--- config.mk ---
export PLATFORM = sky130hd
export DESIGN_NAME = tx_control
export DESIGN_NICKNAME = d
export VERILOG_FILES = /design/src/rtl/tx_control.sv
export SDC_FILE = /design/constraint.sdc
export NUM_CORES = 1
export LEC_CHECK = 0
export CAP_MARGIN = 10
export CORE_ASPECT_RATIO = 0.8
export CORE_MARGIN = 4
export CORE_UTILIZATION = 30
export DETAILED_ROUTE_END_ITERATION = 8
export DONT_BUFFER_PORTS = 1
export GPL_TIMING_DRIVEN = 0
export MAX_ROUTING_LAYER = met4
export PLACE_DENSITY_LB_ADDON = 0.2
export SETUP_SLACK_MARGIN = 0.2
export SLEW_MARGIN = 15
export SYNTH_ARGS = -nofsm -noshare
export SYNTH_HDL_FRONTEND = slang
export SYNTH_SLANG_ARGS = --single-unit
--- constraint.sdc ---
create_clock -name i_clk -period 3.9 [get_ports i_clk]
set_input_delay 0.195 -clock i_clk [delete_from_list [all_inputs] [get_ports i_clk]]
set_output_delay 0.195 -clock i_clk [all_outputs]
set_load 0.005 [all_outputs]
--- src/rtl/tx_control.sv ---
// Transmit sequencer: captures the ALU result and feeds it to uart_tx one byte per frame, LSB first.
// Optional build macro TX_CHECKSUM_EN appends an XOR checksum byte after the result bytes.
`timescale 1ns/1ps

module tx_control #(
  parameter int NBYTES      = 2,
  parameter int ACK_TIMEOUT = 16
) (
  input  logic                  i_clk,
  input  logic                  i_reset,
  input  logic                  i_tx_start,
  input  logic [8*NBYTES-1:0]   i_result,
  input  logic                  i_tx_busy,
  output logic [7:0]            o_tx_data,
  output logic                  o_tx_send,
  output logic                  o_active,
  output logic                  o_done
);

`ifdef TX_CHECKSUM_EN
  localparam int NTOT = NBYTES + 1;
`else
  localparam int NTOT = NBYTES;
`endif
  localparam int IW = $clog2(NTOT + 1);
  localparam int CW = $clog2(ACK_TIMEOUT + 1);
  localparam logic [IW-1:0] LAST_IDX = IW'(NTOT - 1);
  localparam logic [CW-1:0] CNT_TC   = CW'(ACK_TIMEOUT - 1);

  typedef enum logic [2:0] {
    S_IDLE,
    S_SEND,
    S_WAIT_ACK,
    S_WAIT_DONE,
    S_DONE
  } state_t;

  state_t              r_state;
  state_t              w_next;
  logic [8*NTOT-1:0]   r_shift;
  logic [8*NTOT-1:0]   w_capture;
  logic [IW-1:0]       r_idx;
  logic [CW-1:0]       r_cnt;
  logic [7:0]          r_tx_data;
  logic                r_tx_send;
  logic                w_load;
  logic                w_issue;
  logic                w_advance;
  logic                w_cnt_inc;

`ifdef TX_CHECKSUM_EN
  logic [7:0] w_csum;

  always_comb begin
    w_csum = '0;
    for (int k = 0; k < NBYTES; k++) begin
      w_csum = w_csum ^ i_result[8*k +: 8];
    end
  end

  // Checksum rides in the top byte of the shift register so it leaves last.
  assign w_capture = {w_csum, i_result};
`else
  assign w_capture = i_result;
`endif

  always_comb begin
    w_next    = r_state;
    w_load    = 1'b0;
    w_issue   = 1'b0;
    w_advance = 1'b0;
    w_cnt_inc = 1'b0;
    case (r_state)
      S_IDLE: begin
        if (i_tx_start) begin
          w_load = 1'b1;
          w_next = S_SEND;
        end
      end
      S_SEND: begin
        if (!i_tx_busy) begin
          w_issue = 1'b1;
          w_next  = S_WAIT_ACK;
        end
      end
      S_WAIT_ACK: begin
        if (i_tx_busy) begin
          w_next = S_WAIT_DONE;
        end else if (r_cnt == CNT_TC) begin
          w_next = S_SEND;
        end else begin
          w_cnt_inc = 1'b1;
        end
      end
      S_WAIT_DONE: begin
        if (!i_tx_busy) begin
          if (r_idx == LAST_IDX) begin
            w_next = S_DONE;
          end else begin
            w_advance = 1'b1;
            w_next    = S_SEND;
          end
        end
      end
      S_DONE: begin
        w_next = S_IDLE;
      end
      default: begin
        w_next = S_IDLE;
      end
    endcase
  end

  always_ff @(posedge i_clk or posedge i_reset) begin
    if (i_reset) begin
      r_state   <= S_IDLE;
      r_shift   <= '0;
      r_idx     <= '0;
      r_cnt     <= '0;
      r_tx_data <= 8'h00;
      r_tx_send <= 1'b0;
    end else begin
      r_state   <= w_next;
      r_tx_send <= w_issue;
      // tx_data and tx_send change on the same edge so uart_tx sees them aligned.
      if (w_issue) begin
        r_tx_data <= r_shift[7:0];
        r_cnt     <= '0;
      end else if (w_cnt_inc) begin
        r_cnt <= r_cnt + 1'b1;
      end
      if (w_load) begin
        r_shift <= w_capture;
        r_idx   <= '0;
      end else if (w_advance) begin
        r_shift <= r_shift >> 8;
        r_idx   <= r_idx + 1'b1;
      end
    end
  end

  assign o_tx_data = r_tx_data;
  assign o_tx_send = r_tx_send;
  assign o_active  = (r_state != S_IDLE);
  assign o_done    = (r_state == S_DONE);

endmodule
==> flow_summary_export.csv, run 1 <==
group,metric,value,unit
routing,top_layer,"met4",
status,status,"complete, no violations",
routing,avgRoutedWirePerCell,15.56,um
routing,drc_errors,0,
clock_network,clk_path_buf_depth,2,
timing,fin_tns_setup,0,ps
logic_synthesis,syn_inst,136,
logic_synthesis,synth_cell_types,32,
timing,rsz0062_at_grt,"no",
worst_setup_path,startpoint_type,"register",
timing,max_freq,505.6,MHz
place,dp.cells,198,
clock_network,cts-root-buf,"clkbuf_8",
logic_synthesis,syn_area,0.001604,sq mm
logic_synthesis,ys.warnings.count,0,
clock_network,cts_resized,0,
logic_synthesis,yosys-top-cells-count,"dfrtp_1, nand2_1, mux2_2, a22o_1",
final_layout,layout.cells.non_filler,207,
timing,maxSlewViolCount,0,
final_layout,layout-drive-gt1-share,25.52,%
routing,drtPass1Iterations,4,
global_routing,grt.total_usage,11.24,%
floorplan,rows,23,
final_layout,multi_input_area,669.4,sq um
power_and_ir_drop,power,1.398,mW
worst_setup_path,crit_fanout,5,
floorplan,initial_utilization,31.49,%
timing,fin_crit_sh,50.71,%
clock_network,postCtsSetupRepairBufs,0,
routing,routed_wl,3220,um
worst_setup_path,cpMostUsedCell,"ha_1",
logic_synthesis,avgSynthCellArea,11.79,sq um
timing,clock_skew,4.835,ps
final_layout,num_antenna_cells,0,
place,portBuffers,0,
timing,period_needed,1978,ps
clock_network,cts_tree,"yes",
logic_synthesis,synthTopCellsByArea,"dfrtp_1, mux2_2, nand2_1, a22o_1, mux2i_1",
place,dpl.hpwl,2347,um
worst_setup_path,path_delay_family,"simple AND/OR/NAND/NOR gates",
worst_setup_path,cp_cell_sequence,"ha_1 > and3_1 > ha_1 > nor3b_2 > nand2_1 > a31o_2",
clock_network,cts_hold_buf,1,
logic_synthesis,ys_ff_latch,35,
timing,hold_viol,0,
logic_synthesis,synth.most_common_cell,"dfrtp_1",
place,place_ws,1952,ps
logic_synthesis,synth-async-reset-ratio,100.0,%
routing,m1WireLength,1606,um
worst_setup_path,slowest_stage,"dfrtp_1",
global_routing,grt_max_degree,36,
final_layout,area_growth,13.73,%
timing,slew_headroom,51.54,%
final_layout,nNetsFinal,167,
routing,via_count,988,
logic_synthesis,yosysTopAreaCell,"dfrtp_1",
worst_setup_path,path_depth,6,
clock_network,numCtsBuffers,5,
final_layout,fillers,485,
power_and_ir_drop,power_leakage,0.9006,nW
global_routing,grt_pass1_vias,1010,
power_and_ir_drop,ir_worst_vdd,0.0002510,V
worst_setup_path,worstPathRequired,4080,ps
final_layout,seqCellArea,875.8,sq um
global_routing,antenna_found_initial,0,
timing,worst_slack,1922,ps
floorplan,fp.coreArea,0.005094,sq mm
routing,wl_met3,178,um
worst_setup_path,critPathKind,"reg -> reg",
floorplan,chipWidth,89.75,um
worst_setup_path,critPathArrivalTime,2150,ps
routing,ant_nets,0,
logic_synthesis,synthFlopType,"dfrtp_1",
clock_network,clk_pin_slew,70,ps
routing,drtIter0Drc,63,
routing,route.met2.wl,1406,um
routing,vias_per_cell,4.773,
floorplan,io_pins,31,
global_routing,grt_pass1_wl,5547,um
clock_network,clock_sinks,35,
worst_setup_path,cp-end-kind,"register",
logic_synthesis,synthesis.nets,159,
min_path,hp-class,"in -> reg",
clock_network,ctsHtreeMaxLevel,2,
worst_setup_path,r2r.worst_path.cells,6,
global_routing,grt.overflow.total,0,
run,drv_cap,0,
logic_synthesis,yosysTopAreaCellShare,54.60,%
timing,worst_pin_slew,725.9,ps
floorplan,die_area,0.006588,sq mm
timing,setup_violations,0,
worst_setup_path,timing.critical_path.buf_inv,0,
logic_synthesis,yosysSeqAreaShare,54.60,%
clock_network,clk_latency,290,ps
final_layout,final_util,35.81,%
floorplan,die_height,73.40,um
logic_synthesis,synth_edf_count,0,
place,gp_congestion,0.7104,
worst_setup_path,slowest_delay,410,ps
min_path,min_path_cells,1,
power_and_ir_drop,power_density,766.6,mW/mm^2
==> sequential cells by signal, summed over array words and instances (netlist names) <==
signal,flops
r_shift,16
o_tx_data,8
r_cnt,5
r_state,3
r_idx,2
o_tx_send,1
==> layer usage <==
| metal | global-route usage (%) | vias to the layer above |
|---|---|---|
| met2 | 15.75 | 21 |
| met4 | 3.571 | 0 |
| met5 | - | - |
| met3 | 4.606 | 4 |
| li1 | - | 489 |
| met1 | 14.84 | 474 |
==> path summary, 6_finish.rpt <==
path | from | end | slack, ps
max in group asynchronous | i_reset | r_idx[0]$_DFFE_PP0P_ | 2940
min | i_tx_busy | r_state[0]$_DFFE_PP0P_ | 40
max reg2reg | r_cnt[0]$_DFFE_PP0P_ | r_cnt[1]$_DFFE_PP0P_ | 1920
min in group asynchronous | i_reset | o_tx_send$_DFF_PP0_ | 490
min reg2reg | r_shift[7]$_DFFE_PP0P_ | o_tx_data[7]$_DFFE_PP0P_ | 480
max | r_cnt[0]$_DFFE_PP0P_ | r_cnt[1]$_DFFE_PP0P_ | 1920
==> layout make-up <==
class / instances / share of cell area (%)
plain buffers: 7 / 2.401
clock buffers: 6 / 3.978
well taps: 62 / 4.252
multi-input cells: 90 / 36.69
flip-flops and latches: 35 / 48.01
repair buffers: 1 / 0.5487
inverters: 4 / 0.8230
clock inverters: 2 / 3.292
==> metrics by stage <==
step | hold slack (ps) | instance area [sq um]
2_1_floorplan | 325.7 | 1604
3_3_place_gp | 333.2 | 1682
3_5_place_dp | 248.4 | 1682
4_1_cts | 33.86 | 1824
5_1_grt | 32.02 | 1824
6_report | 43.70 | 1824
==> power breakdown <==
part	leakage (nW)	total, mW	switching [mW]	internal, mW
registers	0.455	0.585	0.0925	0.492
logic	0.381	0.426	0.202	0.223
clock network	0.0654	0.388	0.133	0.256
total	0.901	1.40	0.427	0.971
==> logic make-up (layout without fill, tap and decap cells) <==
logic type | Yosys count | after routing | synth area share (%)
AND/OR/NAND/NOR | 50 | 50 | 15.99
flip-flops | 35 | 35 | 54.60
multiplexers | 21 | 21 | 14.82
AO/OA/AOI/OAI | 16 | 16 | 8.581
buffers and inverters | 11 | 20 | 3.666
adder cells (fa/ha/maj) | 3 | 3 | 2.340
==> layout by cell type, fill, tap and decap left out, types with 3 or more instances in the layout <==
cell,instances
a22o_1,8
and3_1,3
buf_2,5
clkbuf_8,5
dfrtp_1,35
ha_1,3
mux2_2,14
mux2i_1,5
nand2_1,29
nand2b_1,3
nand3_1,3
==> worst register-to-register path, cell delays in order (launching register included) <==
cell	delay, ps
dfrtp_1	410
ha_1	230
and3_1	200
ha_1	210
nor3b_2	360
nand2_1	190
a31o_2	280
No activity file was read; power rests on OpenSTA's default activity.
==> run 2: changes to the inputs <==
ABC_AREA = 1   (was unset)
clock period = 2 ns   (was 3.9 ns; I/O delays follow)
==> run 2 against run 1 <==
Net effect: register-to-register slack worse by 1500 ps; die area is 3.9% higher; setup slack lost 1500 ps; routed wire length rose by 16%; maximum frequency grew 22%; non-clock buffer count rose by 12; critical path depth grew 4; hold slack lost 31 ps; sequential share of layout area shrank 4.6 points; clock power rose by 65%; first-iteration DRC count rose by 4.8%; largest power group unchanged.
==> flow_summary_export.csv, run 2 <==
group,metric,value,unit
global_routing,grt_pass1_vias,1329,
worst_setup_path,r2r_end,"r_cnt[1]$_DFFE_PP0P_",
status,status,"complete, no violations",
worst_setup_path,crit_fanout,6,
logic_synthesis,synth_xor_xnor_area_share,0.5236,%
timing,maxSlewViolCount,0,
logic_synthesis,synth_cell_types,22,
logic_synthesis,yosysSeqAreaShare,52.36,%
worst_setup_path,worstPathRequired,2180,ps
global_routing,grt_max_degree,36,
clock_network,clk_pin_slew,70,ps
worst_setup_path,r2r_start,"r_cnt[0]$_DFFE_PP0P_",
logic_synthesis,syn_area,0.001673,sq mm
global_routing,antenna_found_initial,0,
clock_network,clock_sinks,35,
min_path,hp-class,"in -> reg",
power_and_ir_drop,ir_worst_vdd,0.0005209,V
worst_setup_path,cp-end-kind,"register",
global_routing,grt.overflow.total,0,
place,dpl.hpwl,2661,um
worst_setup_path,cp-endpoint,"r_cnt[1]$_DFFE_PP0P_",
run,drv_cap,0,
worst_setup_path,r2r.worst_path.cells,10,
timing,hold_viol,0,
timing,worst_pin_slew,744.2,ps
floorplan,initial_utilization,30.78,%
floorplan,die_area,0.006842,sq mm
clock_network,numCtsBuffers,5,
final_layout,layout-drive-gt1-share,11.84,%
worst_setup_path,rrSetupSlack,370,ps
timing,clock_skew,4.428,ps
logic_synthesis,synth-async-reset-ratio,100.0,%
routing,drtPass1Iterations,4,
routing,avgRoutedWirePerCell,12.20,um
clock_network,clk_latency,280,ps
logic_synthesis,ys_ff_latch,35,
clock_network,clk_path_buf_depth,2,
routing,ant_nets,0,
final_layout,largest_register_ffs,16,
worst_setup_path,crit_start,"r_cnt[0]$_DFFE_PP0P_",
logic_synthesis,ys.warnings.count,0,
final_layout,final_cell_mix,"nand2_1, dfrtp_1, inv_1",
final_layout,final_util,37.13,%
power_and_ir_drop,power_density,1369,mW/mm^2
routing,drc_errors,0,
logic_synthesis,synth-compound-area-share,3.366,%
routing,via_count,1337,
logic_synthesis,avgSynthCellArea,8.081,sq um
logic_synthesis,synthFlopType,"dfrtp_1",
timing,fin_crit_sh,81.28,%
logic_synthesis,synth_top_family_by_area,"simple AND/OR/NAND/NOR gates",
logic_synthesis,yosysTopAreaCellShare,52.36,%
logic_synthesis,synthSimpleGateAreaFrac,31.86,%
timing,fin_tns_setup,0,ps
clock_network,ctsHtreeMaxLevel,2,
place,gp_congestion,0.7923,
final_layout,regMostFlops,"r_shift",
logic_synthesis,synth_edf_count,0,
place,portBuffers,0,
timing,setup_violations,0,
clock_network,cts_tree,"yes",
clock_network,cts-root-buf,"clkbuf_8",
logic_synthesis,synthesis.nets,230,
floorplan,die_height,74.79,um
timing,max_freq,615.2,MHz
floorplan,chipWidth,91.49,um
final_layout,seqCellArea,875.8,sq um
worst_setup_path,critPathKind,"reg -> reg",
logic_synthesis,synthAdderAreaFrac,2.244,%
final_layout,nNetsFinal,250,
timing,period_needed,1626,ps
logic_synthesis,yosys-top-cells-count,"nand2_1, dfrtp_1, inv_1, nand3_1",
timing,rsz0062_at_grt,"no",
logic_synthesis,yosys-mux-area-fraction,0.5984,%
global_routing,grt_pass1_wl,6451,um
final_layout,multi_input_area,660.6,sq um
routing,drtIter0Drc,66,
routing,vias_per_cell,4.369,
worst_setup_path,critPathArrivalTime,1800,ps
logic_synthesis,yosysTopAreaCell,"dfrtp_1",
worst_setup_path,startpoint_type,"register",
logic_synthesis,synth.most_common_cell,"nand2_1",
routing,routed_wl,3732,um
power_and_ir_drop,power_leakage,1.066,nW
final_layout,num_antenna_cells,0,
floorplan,rows,24,
floorplan,io_pins,31,
logic_synthesis,syn_inst,207,
global_routing,grt.total_usage,12.34,%
final_layout,fillers,577,
logic_synthesis,synthTopCellsByArea,"dfrtp_1, nand2_1, nand3_1, inv_1, nand4_1",
final_layout,layout_commonest_cell,"nand2_1",
final_layout,area_growth,20.64,%
timing,slew_headroom,50.31,%
floorplan,fp.coreArea,0.005435,sq mm
run 2: changes by cell type after synthesis, sizes merged, moves of 4 or more:
cell   before  now
nand2      29   74
inv         3   27
nand3       3   25
mux2       16    0
nand4       0   10
a22o        8    0
o21ai       2   10
nor2        3    8
mux2i       5    1
run 2: layer usage:
layer | track usage (%) | up-vias | share of wire [%]
li1 | - | 699 | -
met1 | 17.16 | 603 | 54
met2 | 17.41 | 31 | 40
met3 | 3.896 | 4 | 5.4
met4 | 3.010 | 0 | 0.48
met5 | - | - | 0
run 2: how the worst min path moves through the flow:
stage / startpoint / endpoint / depth (start not counted)
2_1_floorplan: i_result[10] / r_shift[10]$_DFFE_PP0P_ / 2
5_1_grt: i_tx_busy / r_state[0]$_DFFE_PP0P_ / 2
3_3_place_gp: i_result[15] / r_shift[15]$_DFFE_PP0P_ / 2
6_report: i_tx_busy / r_state[0]$_DFFE_PP0P_ / 2
3_5_place_dp: i_reset / r_state[2]$_DFFE_PP0P_ / 1
4_1_cts: i_tx_busy / r_state[0]$_DFFE_PP0P_ / 2
run 2: stage by stage:
stage	setup slack, ps	total power, mW	hold WS [ps]	area (sq um)	std cells
2_1_floorplan	428.7	1.841	221.0	1673	207
3_3_place_gp	170.9	2.058	226.6	1770	285
3_5_place_dp	181.6	2.074	166.0	1770	285
4_1_cts	218.8	2.749	6.331	1976	302
5_1_grt	201.6	3.022	34.34	2018	306
6_report	374.5	2.762	12.48	2018	306
run 2: repair_timing:
action | CTS | global route
hold buffers | 9 | 0
resized for setup | 1 | 3
setup endpoints to repair | 3 | 7
buffers inserted | 0 | 4
pin swaps | 0 | 1
hold endpoints to repair | 43 | 0
run 2: worst max-delay path, stage by stage (launching register included):
cell     delay [ps]
dfrtp_1         400
ha_1            230
nand2_1          70
nor2_1           50
ha_1            190
nor2_2           90
nand3_2         160
nand2_4         130
inv_1            90
nand2_1          70
nand2_1          50
run 2: power breakdown:
group          internal [mW]  total (mW)  switching [mW]
combinational          0.369       0.957           0.588
clock                  0.371       0.641           0.269
sequential             0.983        1.17           0.182
total                   1.72        2.76            1.04
run 2: kinds of logic after synthesis:
kind of cell / Yosys count
compound gates: 11
xor+xnor: 1
fa+ha+maj: 3
buf+inv: 35
flops: 35
mux: 1
simple gates: 121
run 2: final cells by class:
type                       count  share of cell area [%]
sequential                    35                   43.40
multi-input combinational    137                   32.73
timing repair buffer          13                   5.952
inverter                      28                   5.208
tap                           78                   4.836
clock buffer                   5                   3.410
buffer                         7                   2.294
clock inverter                 3                   2.170
